`src/rtl/adxl362_reg_arbiter_if.sv`:
```
// Register-file arbiter bus: two requester ports (SPI slave, sample engine)
// plus the shared register-file port. The slave modport is the arbiter view.
interface adxl362_reg_arbiter_if #(
    parameter int ADDR_WIDTH = 6,
    parameter int DATA_WIDTH = 8
);
    logic                  spi_req;
    logic                  spi_we;
    logic [ADDR_WIDTH-1:0] spi_addr;
    logic [DATA_WIDTH-1:0] spi_wdata;
    logic                  spi_lock;
    logic                  spi_ack;
    logic [DATA_WIDTH-1:0] spi_rdata;

    logic                  smp_req;
    logic                  smp_we;
    logic [ADDR_WIDTH-1:0] smp_addr;
    logic [DATA_WIDTH-1:0] smp_wdata;
    logic                  smp_ack;
    logic [DATA_WIDTH-1:0] smp_rdata;

    logic [ADDR_WIDTH-1:0] address;
    logic [DATA_WIDTH-1:0] data_write;
    logic                  write;
    logic                  read;
    logic [DATA_WIDTH-1:0] data_read;

    logic [7:0]            conflict_cnt;

    modport slave (
        input  spi_req, spi_we, spi_addr, spi_wdata, spi_lock,
        output spi_ack, spi_rdata,
        input  smp_req, smp_we, smp_addr, smp_wdata,
        output smp_ack, smp_rdata,
        output address, data_write, write, read,
        input  data_read,
        output conflict_cnt
    );

    modport master (
        output spi_req, spi_we, spi_addr, spi_wdata, spi_lock,
        input  spi_ack, spi_rdata,
        output smp_req, smp_we, smp_addr, smp_wdata,
        input  smp_ack, smp_rdata,
        input  address, data_write, write, read,
        output data_read,
        input  conflict_cnt
    );
endinterface

```
`src/rtl/adxl362_reg_arbiter.sv`:
```
// Round-robin arbiter between the SPI slave and the sample engine for the
// single ADXL362 register-file port. Each access is IDLE -> ISSUE -> COMPLETE.
//
// state    | meaning
// ---------+--------------------------------------------------------------
// IDLE     | pick a winner and latch its access onto the register bus
// ISSUE    | one-cycle read or write strobe on the register bus
// COMPLETE | winner's ack pulse (and read data) is presented
module adxl362_reg_arbiter #(
    parameter int ADDR_WIDTH = 6,
    parameter int DATA_WIDTH = 8
) (
    input logic clk,
    input logic rst,
    adxl362_reg_arbiter_if.slave bus
);
    typedef enum logic [1:0] {IDLE, ISSUE, COMPLETE} state_t;

    state_t                state;
    state_t                state_nxt;
    logic                  last_spi;
    logic                  grant_spi;
    logic                  cur_spi;
    logic                  contested;
    logic                  any_req;
    logic                  sel_we;
    logic [ADDR_WIDTH-1:0] sel_addr;
    logic [DATA_WIDTH-1:0] sel_wdata;

    // State register.
    always_ff @(posedge clk or posedge rst) begin
        if (rst) state <= IDLE;
        else     state <= state_nxt;
    end

    // Next state and grant decision; lock keeps an SPI burst ahead of samples.
    always_comb begin
        state_nxt = state;
        contested = bus.spi_req & bus.smp_req;
        any_req   = bus.spi_req | bus.smp_req;
        grant_spi = 1'b0;
        if (contested) grant_spi = bus.spi_lock | ~last_spi;
        else           grant_spi = bus.spi_req;
        sel_we    = grant_spi ? bus.spi_we    : bus.smp_we;
        sel_addr  = grant_spi ? bus.spi_addr  : bus.smp_addr;
        sel_wdata = grant_spi ? bus.spi_wdata : bus.smp_wdata;
        unique case (state)
            IDLE:     if (any_req) state_nxt = ISSUE;
            ISSUE:    state_nxt = COMPLETE;
            COMPLETE: state_nxt = IDLE;
            default:  state_nxt = IDLE;
        endcase
    end

    // Registered bus outputs; data_read is taken at the end of the strobe
    // cycle so read data appears together with the ack pulse.
    always_ff @(posedge clk or posedge rst) begin
        if (rst) begin
            last_spi         <= 1'b0;
            cur_spi          <= 1'b0;
            bus.address      <= '0;
            bus.data_write   <= '0;
            bus.write        <= 1'b0;
            bus.read         <= 1'b0;
            bus.spi_ack      <= 1'b0;
            bus.smp_ack      <= 1'b0;
            bus.spi_rdata    <= '0;
            bus.smp_rdata    <= '0;
            bus.conflict_cnt <= '0;
        end else begin
            bus.write   <= 1'b0;
            bus.read    <= 1'b0;
            bus.spi_ack <= 1'b0;
            bus.smp_ack <= 1'b0;
            case (state)
                IDLE: begin
                    if (contested && bus.conflict_cnt != 8'hFF)
                        bus.conflict_cnt <= bus.conflict_cnt + 8'd1;
                    if (any_req) begin
                        cur_spi        <= grant_spi;
                        last_spi       <= grant_spi;
                        bus.address    <= sel_addr;
                        bus.data_write <= sel_wdata;
                        bus.write      <= sel_we;
                        bus.read       <= ~sel_we;
                    end
                end
                ISSUE: begin
                    if (cur_spi) begin
                        bus.spi_ack <= 1'b1;
                        if (bus.read) bus.spi_rdata <= bus.data_read;
                    end else begin
                        bus.smp_ack <= 1'b1;
                        if (bus.read) bus.smp_rdata <= bus.data_read;
                    end
                end
                default: ;
            endcase
        end
    end
endmodule
```
`src/flat_wrapper.sv`:
```
// flat-port wrapper written by rule: the top's interface ports become plain ports
module adxl362_reg_arbiter_flat 
#(
    parameter int ADDR_WIDTH = 6,
    parameter int DATA_WIDTH = 8
)
  (clk, rst, bus_spi_req, bus_spi_we, bus_spi_addr, bus_spi_wdata, bus_spi_lock, bus_spi_ack, bus_spi_rdata, bus_smp_req, bus_smp_we, bus_smp_addr, bus_smp_wdata, bus_smp_ack, bus_smp_rdata, bus_address, bus_data_write, bus_write, bus_read, bus_data_read, bus_conflict_cnt);
  adxl362_reg_arbiter_if #(.ADDR_WIDTH(ADDR_WIDTH), .DATA_WIDTH(DATA_WIDTH)) bus_i ();
  input logic clk;
  input logic rst;
  input wire logic [$bits(bus_i.spi_req)-1:0] bus_spi_req;
  input wire logic [$bits(bus_i.spi_we)-1:0] bus_spi_we;
  input wire logic [$bits(bus_i.spi_addr)-1:0] bus_spi_addr;
  input wire logic [$bits(bus_i.spi_wdata)-1:0] bus_spi_wdata;
  input wire logic [$bits(bus_i.spi_lock)-1:0] bus_spi_lock;
  output wire logic [$bits(bus_i.spi_ack)-1:0] bus_spi_ack;
  output wire logic [$bits(bus_i.spi_rdata)-1:0] bus_spi_rdata;
  input wire logic [$bits(bus_i.smp_req)-1:0] bus_smp_req;
  input wire logic [$bits(bus_i.smp_we)-1:0] bus_smp_we;
  input wire logic [$bits(bus_i.smp_addr)-1:0] bus_smp_addr;
  input wire logic [$bits(bus_i.smp_wdata)-1:0] bus_smp_wdata;
  output wire logic [$bits(bus_i.smp_ack)-1:0] bus_smp_ack;
  output wire logic [$bits(bus_i.smp_rdata)-1:0] bus_smp_rdata;
  output wire logic [$bits(bus_i.address)-1:0] bus_address;
  output wire logic [$bits(bus_i.data_write)-1:0] bus_data_write;
  output wire logic [$bits(bus_i.write)-1:0] bus_write;
  output wire logic [$bits(bus_i.read)-1:0] bus_read;
  input wire logic [$bits(bus_i.data_read)-1:0] bus_data_read;
  output wire logic [$bits(bus_i.conflict_cnt)-1:0] bus_conflict_cnt;
  assign bus_i.spi_req = bus_spi_req;
  assign bus_i.spi_we = bus_spi_we;
  assign bus_i.spi_addr = bus_spi_addr;
  assign bus_i.spi_wdata = bus_spi_wdata;
  assign bus_i.spi_lock = bus_spi_lock;
  assign bus_spi_ack = bus_i.spi_ack;
  assign bus_spi_rdata = bus_i.spi_rdata;
  assign bus_i.smp_req = bus_smp_req;
  assign bus_i.smp_we = bus_smp_we;
  assign bus_i.smp_addr = bus_smp_addr;
  assign bus_i.smp_wdata = bus_smp_wdata;
  assign bus_smp_ack = bus_i.smp_ack;
  assign bus_smp_rdata = bus_i.smp_rdata;
  assign bus_address = bus_i.address;
  assign bus_data_write = bus_i.data_write;
  assign bus_write = bus_i.write;
  assign bus_read = bus_i.read;
  assign bus_i.data_read = bus_data_read;
  assign bus_conflict_cnt = bus_i.conflict_cnt;
  adxl362_reg_arbiter #(.ADDR_WIDTH(ADDR_WIDTH), .DATA_WIDTH(DATA_WIDTH)) u_core (.clk(clk), .rst(rst), .bus(bus_i));
endmodule
```
`config.mk`:
```
export PLATFORM = sky130hd
export DESIGN_NAME = adxl362_reg_arbiter_flat
export DESIGN_NICKNAME = d
export VERILOG_FILES = /design/src/rtl/adxl362_reg_arbiter_if.sv /design/src/rtl/adxl362_reg_arbiter.sv /design/src/flat_wrapper.sv
export SDC_FILE = /design/constraint.sdc
export NUM_CORES = 1
export LEC_CHECK = 0
export CORE_MARGIN = 3
export CORE_UTILIZATION = 40
export CTS_BUF_LIST = sky130_fd_sc_hd__clkbuf_2 sky130_fd_sc_hd__clkbuf_4 sky130_fd_sc_hd__clkbuf_8
export CTS_CLUSTER_DIAMETER = 100
export DETAILED_ROUTE_END_ITERATION = 10
export PLACE_DENSITY = 0.84
export SYNTH_ARGS = -nofsm -noshare
export SYNTH_HDL_FRONTEND = slang
export SYNTH_SLANG_ARGS = --single-unit
```
`constraint.sdc`:
```
create_clock -name clk -period 1.78 [get_ports clk]
set_input_delay 0.356 -clock clk [delete_from_list [all_inputs] [get_ports clk]]
set_output_delay 0.356 -clock clk [all_outputs]
set_load 0.01 [all_outputs]
```
# Yosys cells after proc, flatten, opt, wreduce, memory -nomap -nowiden
# Index checks and enable logic that the tools add are counted.
[totals] in_bits=43 wordCells=40 register_bits=45 output_inout_bits=42
[op_classes] n_mux=14 eq_ne=3 reduce_logical=6 n_addsub=1 bitwise=5
[op_table] op="$mux 1" count=10
[op_table] op="$add 8x1->8 const B" count=1
[op_table] op="$mux 8" count=1
[op_table] op="$ne 8x8->1 const B" count=1
[op_table] op="$mux 6" count=1
[op_table] op="$reduce_and 3->1" count=2
[op_table] op="$pmux 2 s2" count=1
[op_table] op="$reduce_and 2->1" count=2
[op_table] op="$eq 2x1->1 const B" count=1
[op_table] op="$logic_not 2->1" count=1
[op_table] op="$mux 2" count=1
[op_table] op="$ne 2x1->1 const B" count=1
[op_table] op="$not 1->1" count=2
[op_table] op="$or 1x1->1" count=2
[op_table] op="$and 1x1->1" count=1
[op_table] op="$logic_and 1x1->1" count=1

# Depth between registers and ports, before layout
[depth] depth_word=7 mapped_depth=6 mapped_depth_nobuf=4

# Worst setup path after synthesis
# OpenSTA, ideal clock, no wires.
[synth_path] path_type="reg2reg" startpoint="register u_core.bus.conflict_cnt[0]" endpoint="register u_core.bus.conflict_cnt[1]" required_time_ps=1652 period_less_slack_ps=1524 setup_time_ps=128 path_stages_with_launch=5 slack_ps=256 path_buffers=0 t_arrival_ps=1397 cell_sequence="dfrtp_1 ha_1 nand2_1 o31ai_2 mux2_1"
[synth_via] elab_chain_len=3 elab_cells_between_ends=4 classes_between="add/sub: 1; eq/ne: 1; reduce/logical: 2"
[synth_lines] item="start: declaration" line_no="adxl362_reg_arbiter_if.sv:37" source="output conflict_cnt"
[synth_lines] item="start signal: assignment" line_no="adxl362_reg_arbiter.sv:78" source="bus.conflict_cnt <= bus.conflict_cnt + 8'd1;"
[synth_lines] item="branches (longest 3 deep; another with $add 8x1->8)"
# Parallel ways; which one is timed is not known.
# A chain may end at the register's enable or synchronous reset.

# Worst setup path after layout
[layout_path] startpoint="register u_core.bus.conflict_cnt[4]" endpoint="output bus_conflict_cnt[4]"
[layout_rtl] item="end: declaration" line_no="flat_wrapper.sv:29" source="output wire logic [$bits(bus_i.conflict_cnt)-1:0] bus_conflict_cnt;"
# No word-level cell between the ends.

==> flow_summary.ini <==
[status]
outcome = complete, no violations

[pwr]
cellLeakagePower_nw = 1.333
irDropWorstVdd_mv = 0.6922
design_power_total_w = 0.004944
power_density_mw_per_mm2 = 1541

[clock_tree]
cts_resized = 0
post_cts_hold_buffer_count = 0
clock_insertion_delay_worst_skew_ns = 0.29
worst_setup_hold_path_clk_slew_ns = 0.08
cts_max_path_buffers = 2
clock_tree_from_tritoncts = built
numClockSinks = 45
ctsRootBufferMaster = clkbuf_8
ctsHtreeMaxLevel = 2
numCtsBuffers = 5
cts.repair_timing.setup_buffer_count = 0

[final_layout]
final_core_util_pct = 65.35
area_growth_pct = 51.24
layout-drive-gt1-share_pct = 14.87
fill_cells = 395
insertedDiodeCount = 0
layout.nets = 313

[critical_path]
crit_path_slowest_cell = clkdlybuf4s50_1
crit_arrival_ns = 1.32
data_required_time_of_the_critical_path_ns = 1.42
critPathTopFamily = buffers and inverters
worst_path_bufs_invs = 1
peak_fanout_along_the_critical_path = 6
largest_stage_delay_on_the_critical_path_ns = 0.57
crit_path_cell_trace = clkdlybuf4s50_1
worstSetupEndpointType = primary output
critPathKind = flip-flop to primary output
cp-start-kind = flip-flop

[route]
via_count = 1732
remaining_drc_errors = 0
wl_per_cell_um = 15.17
drt_pass1_iterations = 4
via_per_inst = 5.155
dr.first_iter.drc_count = 35
antenna_violating_nets_post_route = 0
routed_wl_um = 5097

[placement]
place.port_buffers = 84
routabilityCongestion = 0.8317
dpl_worst_slack_ns = -0.08316
post-dp-hpwl_um = 3798

[synthesis]
synth_top_flop_cell = dfrtp_1
synth.yosys.seq_area_share_pct = 53.07
post-synth-top-area-fraction_pct = 53.07
synthesis.area_mm2 = 0.002122
asyncSetResetFlopFracSynth_pct = 100.0
ys_types = 38
count_of_flip_flops_with_a_built_in_enable_after_synthesis = 0
yosysWarnings = 0
syn-instance-count = 178
synth.ff_latch_count = 45
synth_area_leaders = dfrtp_1 (53%), mux2_1 (9.6%), o221ai_2 (6.4%)
syn-num-nets = 222
syn-mean-instance-area_um2 = 11.92
yosysTopAreaCell = dfrtp_1

[timing]
report.final.slew_viol_count = 0
setup-violations-final = 0
final_min_period_over_clock_period_pct = 93.97
timing.max_slew.rel_slack_pct = 80.95
rsz0062_at_grt = false
timing.final.ws_setup_ns = 0.1074
worst_margin_slew_ns = 0.2832
hold_viol = 0
timing.hold.ws_ns = 0.4078
timing.final.crit_period_ns = 1.673
clock-skew-final_ns = 0.007488
maxClockFrequency_mhz = 597.9

[floorplanning]
die_height_um = 78.84
die-area_mm2 = 0.006215
standard_cell_rows = 25
die_width_um = 78.84
floorplan_core_area_mm2 = 0.004911
num_ports = 85
floorplan.initialDensity_pct = 43.21

[worst_hold_path]
worstHoldPathType = primary input to async pin

[global_routing]
grt_first_pass_wirelength_um = 8500
number_of_global_route_vias_before_repair = 1804
grt_antenna_before_repair = 0
grt_start_max_net_pins = 46
global_route.overflow_total = 0
gr-usage-all-layers_pct = 17.29

[flow_run]
maxCapViolations = 0
==> synth_stat cells (all sizes together), types with 3 or more instances <==
library cell,count
a21oi,3
and2,4
buf,8
clkbuf,5
dfrtp,45
inv,17
mux2,21
nand2,4
nand3,19
nand4,15
nor2,3
o221ai,14
==> routing by layer <==
layer,share of wire (%),track usage (%),vias up,routed length (um)
li1,-,-,832,-
met1,41,20.79,840,2075
met2,52,30.31,54,2639
met3,6.6,4.762,6,334
met4,0.94,4.983,0,48
met5,0,0,-,0
==> layout make-up <==
| type | count | area (um^2) | area share, % |
|---|---|---|---|
| sequential | 45 | 1126 | 35.09 |
| timing repair buffer | 97 | 975.9 | 30.41 |
| multi-input combinational | 103 | 855.8 | 26.67 |
| tap | 67 | 83.83 | 2.612 |
| clock buffer | 5 | 68.82 | 2.144 |
| inverter | 17 | 63.81 | 1.988 |
| clock inverter | 2 | 35.03 | 1.092 |
==> per-stage QoR <==
| step | setup TNS [ns] | instance area [um^2] | std cells |
|---|---|---|---|
| 5_1_grt | 0 | 3209 | 336 |
| 2_1_floorplan | 0 | 2122 | 178 |
| 6_report | 0 | 3209 | 336 |
| 3_5_place_dp | -0.1279 | 3105 | 329 |
| 3_3_place_gp | -0.03376 | 3105 | 329 |
| 4_1_cts | 0 | 3209 | 336 |
==> state kept, by name, summed over array words and instances, names as in the netlist <==
register and count:
u_core.bus.read 1, u_core.bus.data_write 8, u_core.bus.smp_ack 1, u_core.last_spi 1
u_core.bus.spi_ack 1, u_core.bus.conflict_cnt 8, u_core.bus.smp_rdata 8, u_core.bus.address 6
u_core.bus.spi_rdata 8, u_core.bus.write 1, u_core.state 2
==> worst paths after layout <==
check | startpoint | end | slack (ns) | depth (start not counted)
setup / recovery | u_core.bus.conflict_cnt[4]$_DFFE_PP0P_ | bus_conflict_cnt[4] | 0.11 | 1
hold / removal | rst | u_core.bus.spi_rdata[0]$_DFFE_PP0P_ | 0.41 | 3
setup reg to reg | u_core.bus.conflict_cnt[0]$_DFFE_PP0P_ | u_core.bus.conflict_cnt[1]$_DFFE_PP0P_ | 0.16 | 4
hold reg to reg | u_core.bus.smp_rdata[5]$_DFFE_PP0P_ | u_core.bus.smp_rdata[5]$_DFFE_PP0P_ | 0.49 | 1
max in group asynchronous | rst | u_core.bus.write$_DFF_PP0_ | 1.16 | 3
min in group clk | u_core.bus.smp_rdata[5]$_DFFE_PP0P_ | u_core.bus.smp_rdata[5]$_DFFE_PP0P_ | 0.49 | 1
==> where the power goes <==
group	switching [W]	internal [W]
Combinational	0.00102	0.00139
Clock	0.000326	0.000408
Sequential	0.000313	0.00148
==> cell families after synthesis <==
group                    share of synthesized area, %
multiplexers                                    11.79
adder cells (fa/ha/maj)                        0.5895
AND/OR/NAND/NOR                                 15.63
AO/OA/AOI/OAI                                   11.79
flip-flops                                      53.07
buffers and inverters                           6.721
XOR/XNOR                                       0.4128
==> placed cells by master, fill, tap and decap left out, types with 4 or more instances in the layout <==
cell             instances
nand2_1                  4
nand4_1                 15
nand3_1                 18
inv_1                   16
o221ai_2                 9
clkbuf_8                 5
mux2_1                  18
dfrtp_1                 45
buf_4                   10
o221ai_1                 5
clkdlybuf4s50_1         84
Note: power is estimated with default switching activity, not from simulation.
